`config.mk`:
```
export PLATFORM = sky130hd
export DESIGN_NAME = spi_reg_bank
export DESIGN_NICKNAME = d
export VERILOG_FILES = /design/src/rtl/spi_reg_pkg.sv /design/src/rtl/spi_sync_edge.sv /design/src/rtl/spi_reg_bank.sv
export SDC_FILE = /design/constraint.sdc
export NUM_CORES = 1
export LEC_CHECK = 0
export ABC_AREA = 1
export CAP_MARGIN = 40
export CORE_MARGIN = 1.5
export CORE_UTILIZATION = 30
export CTS_CLUSTER_DIAMETER = 80
export DETAILED_ROUTE_END_ITERATION = 7
export PLACE_DENSITY = 0.55
export RECOVER_POWER = 100
export REMOVE_ABC_BUFFERS = 1
export SLEW_MARGIN = 25
export SYNTH_ARGS = -nofsm -noshare
export SYNTH_HDL_FRONTEND = slang
export SYNTH_HIERARCHICAL = 1
export SYNTH_SLANG_ARGS = --single-unit
```
`constraint.sdc`:
```
create_clock -name clk -period 2.2 [get_ports clk]
set_clock_uncertainty 0.2 [all_clocks]
set_input_delay 0.22 -clock clk [delete_from_list [all_inputs] [get_ports clk]]
set_output_delay 0.22 -clock clk [all_outputs]
set_load 0.03 [all_outputs]
```
`src/rtl/spi_reg_pkg.sv`:
```
// spi_reg_pkg: register map, frame size and FSM encoding shared by the SPI register bank.
package spi_reg_pkg;
  localparam logic [6:0] ADDR_EN_OUT_LO = 7'h00;
  localparam logic [6:0] ADDR_EN_OUT_HI = 7'h01;
  localparam logic [6:0] ADDR_EN_PWM_LO = 7'h02;
  localparam logic [6:0] ADDR_EN_PWM_HI = 7'h03;
  localparam logic [6:0] ADDR_PWM_DUTY  = 7'h04;
  localparam int FRAME_BITS = 16;
  typedef enum logic [1:0] {IDLE, SHIFT, COMMIT} state_t;
endpackage

```
`src/rtl/spi_sync_edge.sv`:
```
// spi_sync_edge: multi-flop synchroniser for an async pin with 1-clk rise/fall pulses.
module spi_sync_edge #(
  parameter int   STAGES  = 2,
  parameter logic RST_VAL = 1'b0
) (
  input  logic clk,
  input  logic rst,
  input  logic din,
  output logic sync,
  output logic rise,
  output logic fall
);
  logic [STAGES-1:0] s;
  logic d;
  always_ff @(posedge clk) begin
    if (rst) begin
      s <= {STAGES{RST_VAL}};
      d <= RST_VAL;
    end else begin
      s <= {s[STAGES-2:0], din};
      d <= s[STAGES-1];
    end
  end
  assign sync = s[STAGES-1];
  assign rise = sync & ~d;
  assign fall = ~sync & d;
endmodule

```
`src/rtl/spi_reg_bank.sv`:
```
// spi_reg_bank: SPI mode-0 write-only slave feeding the pwm_peripheral enable and duty registers.
module spi_reg_bank
  import spi_reg_pkg::*;
#(
  parameter int SYNC_STAGES = 2,
  parameter int NUM_REGS    = 5
) (
  input  logic       clk,
  input  logic       rst,
  input  logic       sclk,
  input  logic       ncs,
  input  logic       copi,
  output logic [7:0] en_reg_out_7_0,
  output logic [7:0] en_reg_out_15_8,
  output logic [7:0] en_reg_pwm_7_0,
  output logic [7:0] en_reg_pwm_15_8,
  output logic [7:0] pwm_duty_cycle,
  output logic       wr_strobe,
  output logic       frame_err
);
  localparam int AW = $clog2(NUM_REGS);
  logic sclk_rise, ncs_fall, ncs_rise, copi_s, fall_pend, hit;
  logic [FRAME_BITS-1:0] sr;
  logic [4:0] cnt;
  logic [6:0] addr;
  logic [7:0] regs [NUM_REGS];
  state_t state, state_n;
  spi_sync_edge #(.STAGES(SYNC_STAGES), .RST_VAL(1'b0)) u_sclk (
    .clk(clk), .rst(rst), .din(sclk), .sync(), .rise(sclk_rise), .fall()
  );
  spi_sync_edge #(.STAGES(SYNC_STAGES), .RST_VAL(1'b1)) u_ncs (
    .clk(clk), .rst(rst), .din(ncs), .sync(), .rise(ncs_rise), .fall(ncs_fall)
  );
  spi_sync_edge #(.STAGES(SYNC_STAGES), .RST_VAL(1'b0)) u_copi (
    .clk(clk), .rst(rst), .din(copi), .sync(copi_s), .rise(), .fall()
  );
  assign addr = sr[14:8];
  assign hit  = cnt == 5'(FRAME_BITS) && sr[15] && 32'(addr) < NUM_REGS;
  always_ff @(posedge clk) state <= rst ? IDLE : state_n;
  always_comb begin
    state_n = IDLE;
    state_n = state == IDLE  ? ((ncs_fall | fall_pend) ? SHIFT : IDLE) :
              state == SHIFT ? (ncs_rise ? COMMIT : SHIFT) : IDLE;
  end
  // an ncs fall landing in COMMIT is held one clk so IDLE still sees it
  always_ff @(posedge clk) begin
    if (rst) begin
      sr        <= '0;
      cnt       <= '0;
      fall_pend <= 1'b0;
      wr_strobe <= 1'b0;
      frame_err <= 1'b0;
      regs      <= '{default: '0};
    end else begin
      fall_pend <= state == COMMIT && ncs_fall;
      wr_strobe <= state == COMMIT && hit;
      frame_err <= state == COMMIT && cnt != 5'(FRAME_BITS);
      if (state == IDLE && (ncs_fall | fall_pend))
        cnt <= '0;
      else if (state == SHIFT && sclk_rise) begin
        sr  <= {sr[FRAME_BITS-2:0], copi_s};
        cnt <= cnt == 5'(FRAME_BITS + 1) ? cnt : cnt + 5'd1;
      end
      if (state == COMMIT && hit)
        regs[addr[AW-1:0]] <= sr[7:0];
    end
  end
  assign en_reg_out_7_0  = regs[ADDR_EN_OUT_LO[AW-1:0]];
  assign en_reg_out_15_8 = regs[ADDR_EN_OUT_HI[AW-1:0]];
  assign en_reg_pwm_7_0  = regs[ADDR_EN_PWM_LO[AW-1:0]];
  assign en_reg_pwm_15_8 = regs[ADDR_EN_PWM_HI[AW-1:0]];
  assign pwm_duty_cycle  = regs[ADDR_PWM_DUTY[AW-1:0]];
endmodule

```
==> results_tabular.tex <==
\begin{tabular}{lr}
\hline
Metric & Value \\
\hline
\multicolumn{2}{l}{\textbf{Status}} \\
Run status & completed \\
\multicolumn{2}{l}{\textbf{Timing}} \\
Time the worst path needs with I/O delays and setup & between 1.5 and 2 ns \\
Final worst-path cycle share & between 80\% and 90\% \\
Final hold viol count & 0 \\
Total negative slack for setup checks & 0 ns \\
Unrepaired setup endpoints after global routing & no \\
Least-Margin Pin Slew & between 0.6 and 0.7 ns \\
Relative slew slack & 57.0\% \\
Endpoints failing setup & 0 \\
Fmax & about 0.51 GHz \\
Max Transition Viols Final & 0 \\
\multicolumn{2}{l}{\textbf{Yosys}} \\
Synthesis Warnings & 6 \\
Average cell area after synthesis & approximately 7.3 sq um \\
Post-Synthesis Cells & roughly 470 \\
Netlist area before placement & 3430 sq um \\
\multicolumn{2}{l}{\textbf{Global routing}} \\
Initial antenna violation count & 0 \\
Via count of the first global-routing pass & around 2500 \\
First-pass GRT wire length & around 12 mm \\
Global router's overall resource usage & 12.8\% \\
Pin count of the biggest net entering global routing & between 50 and 60 \\
Gr ovfl total & 0 \\
\multicolumn{2}{l}{\textbf{Finish}} \\
Fraction of layout instances using a drive strength above 1 & a little over 8\% \\
Net count reported at finish & approximately 520 \\
Antenna diodes & 0 \\
Count of non-filler cells in the finished layout & roughly 660 \\
Fraction of the core area covered by cells at the end of the flow & 39.8\% \\
Layout Area Growth over Synthesis & 27.2\% \\
\multicolumn{2}{l}{\textbf{Setup path}} \\
Kind of capture point of the worst setup path & flip-flop \\
Critical path buffers and inverters & 2 \\
CP startpoint & sr[10] \\
Maximum fanout count along the critical path & 45 \\
Worst Reg-to-Reg Cells & 7 \\
Critical Path RT & 2.27 ns \\
Highest cell delay on the worst timing path & roughly 0.51 ns \\
Sort of element at the start of the critical path & flip-flop \\
Critical R2R Launch & sr[10] \\
Worst Setup Path Type & flip-flop to flip-flop \\
Arrival time reported for the critical path endpoint & slightly above 2 ns \\
Endpoint of the worst register-to-register path & en\_reg\_pwm\_15\_8[2] \\
CP most frequent cell & nor2\_1 \\
Kind of cell with the highest combined delay on the critical path & simple AND/OR/NAND/NOR gates \\
Slowest stage cell, crit path & nor2\_8 \\
CP Cell Sequence & inv\_2, nor2\_1, nor2\_8, nand3\_4, nand2\_1, inv\_1, nor2\_1 \\
Worst-case register-to-register setup slack & about 0.24 ns \\
\multicolumn{2}{l}{\textbf{Clock tree}} \\
CTS tree & done \\
Clock Sink Count & 74 \\
Postcts setup bufs & 0 \\
Root buffer cell & clkbuf\_16 \\
Number of hold buffers added after CTS & 0 \\
Htree depth & 3 \\
Cts bufs inserted & 9 \\
CTS clk-pin slew, worst paths & $\sim$0.060 ns \\
Clock latency of the later-clocked register in the worst-skew pair & approximately 0.34 ns \\
Longest Clk Path Bufs & 2 \\
Count of instances resized after the clock tree is built & 0 \\
\multicolumn{2}{l}{\textbf{Route}} \\
WL per Instance & around 11 microns \\
Detailed-route DRC error count & 0 \\
Antenna-violating nets left & 0 \\
Detailed-routing iteration count for the pre-antenna-repair pass & 4 \\
Number of violations reported at the end of detailed-routing iteration 0 & around 130 \\
Total wire length after detailed routing & 6.95 mm \\
Post-DR vias/cell & around 4.3 \\
DR vias & $\sim$2800 \\
\multicolumn{2}{l}{\textbf{Flow run}} \\
Max-cap violations & 0 \\
\multicolumn{2}{l}{\textbf{Power}} \\
Total power density per cell area & 768 nW/um\^{}2 \\
Max IR drop VDD & between 300 and 400 uV \\
Leakage power figure & 0.00196 uW \\
\multicolumn{2}{l}{\textbf{Placement}} \\
Inst Count DP & approximately 640 \\
Routability-driven placement congestion ratio & between 0.7 and 0.8 \\
Count of buffers inserted at the top-level ports & 46 \\
HPWL reported at the end of detailed placement & 4.64 mm \\
\multicolumn{2}{l}{\textbf{Floorplanning}} \\
Initial Util & a little under a third \\
Horizontal die dimension & 110 microns \\
Core area & 11000 sq um \\
Die Height & between 100 and 150 microns \\
Site Rows & 38 \\
Die Area & $\sim$12000 sq um \\
Number of placed I/O pins & 47 \\
\multicolumn{2}{l}{\textbf{Hold path}} \\
Path type of the worst min-delay path & primary input to flip-flop \\
Hold depth & 3 \\
Hold Path Sink & u\_sclk/s[0] \\
Launch instance of the worst min-delay path & sclk \\
\hline
\end{tabular}
## area by class of cell
cell class	count	area [sq um]
Timing Repair Buffer	50	512
Fill cell	1130	6620
Tap cell	140	175
Clock inverter	7	165
Inverter	116	435
Sequential cell	74	1480
Clock buffer	9	225
Multi-Input combinational cell	263	1370
## report_power, final
group | total [uW] | internal [uW] | switching [uW]
clock | 1910 | 1340 | 570
combinational | 87.3 | 29.7 | 57.6
sequential | 1360 | 1350 | 6.55
total | 3350 | 2720 | 634
## worst min-delay path, stage by stage
cell and delay (ns):
clkdlybuf4s50_1 0.39, inv_1 0.05, nor2_1 0.03
## how the worst max path moves through the flow
stage                              end  slack (ns)  cells past startpoint
detailed placement  en_reg_pwm_15_8[2]        0.28                      7
global route        en_reg_out_15_8[3]        0.05                      7
floorplan           en_reg_out_15_8[0]        0.42                     10
global placement    en_reg_pwm_15_8[1]        0.34                      7
CTS                 en_reg_pwm_15_8[2]        0.26                      7
finish              en_reg_pwm_15_8[2]        0.24                      7
## per-stage QoR
| step | total power [uW] | setup WS, ns | hold WS, ns | area [sq um] |
|---|---|---|---|---|
| floorplan | 1440 | 0.421 | 0.0891 | 3300 |
| global placement | 1480 | 0.339 | 0.189 | 3990 |
| detailed placement | 1480 | 0.278 | 0.195 | 3990 |
| CTS | 3410 | 0.260 | 0.178 | 4380 |
| global route | 3470 | 0.0515 | 0.209 | 4370 |
| finish | 3350 | 0.238 | 0.187 | 4370 |
## registers in the layout (all words and copies together) (netlist names)
name / count
en_reg_out_15_8: 8
u_sclk/d: 1
wr_strobe: 1
u_ncs/s: 2
en_reg_pwm_7_0: 8
en_reg_pwm_15_8: 8
u_ncs/d: 1
sr: 16
u_sclk/s: 2
en_reg_out_7_0: 8
frame_err: 1
u_copi/s: 2
state: 2
cnt: 5
pwm_duty_cycle: 8
fall_pend: 1
## routing by layer
metal  GRT usage, %  up-vias  wire length, microns
li1               -     1532                     -
met1           16.2     1226                  3280
met2           20.2       45                  3220
met3           2.55        9                   294
met4           6.96        0                   146
met5              0        -                     0
## layout by cell type (no fill, tap or decap), drive strengths merged
master,instances
nand4,40
nor3b,2
dlygate4sd3,43
clkbuf,10
buf,3
nand3,10
nor4,1
clkinvlp,2
o211ai,1
nor3,8
clkdlybuf4s50,3
dfxtp,74
ha,3
xor2,1
xnor2,1
o21ai,17
inv,116
nor2,56
bufinv,5
a21oi,22
nand2,101
Power figures use the tool's default switching activity.
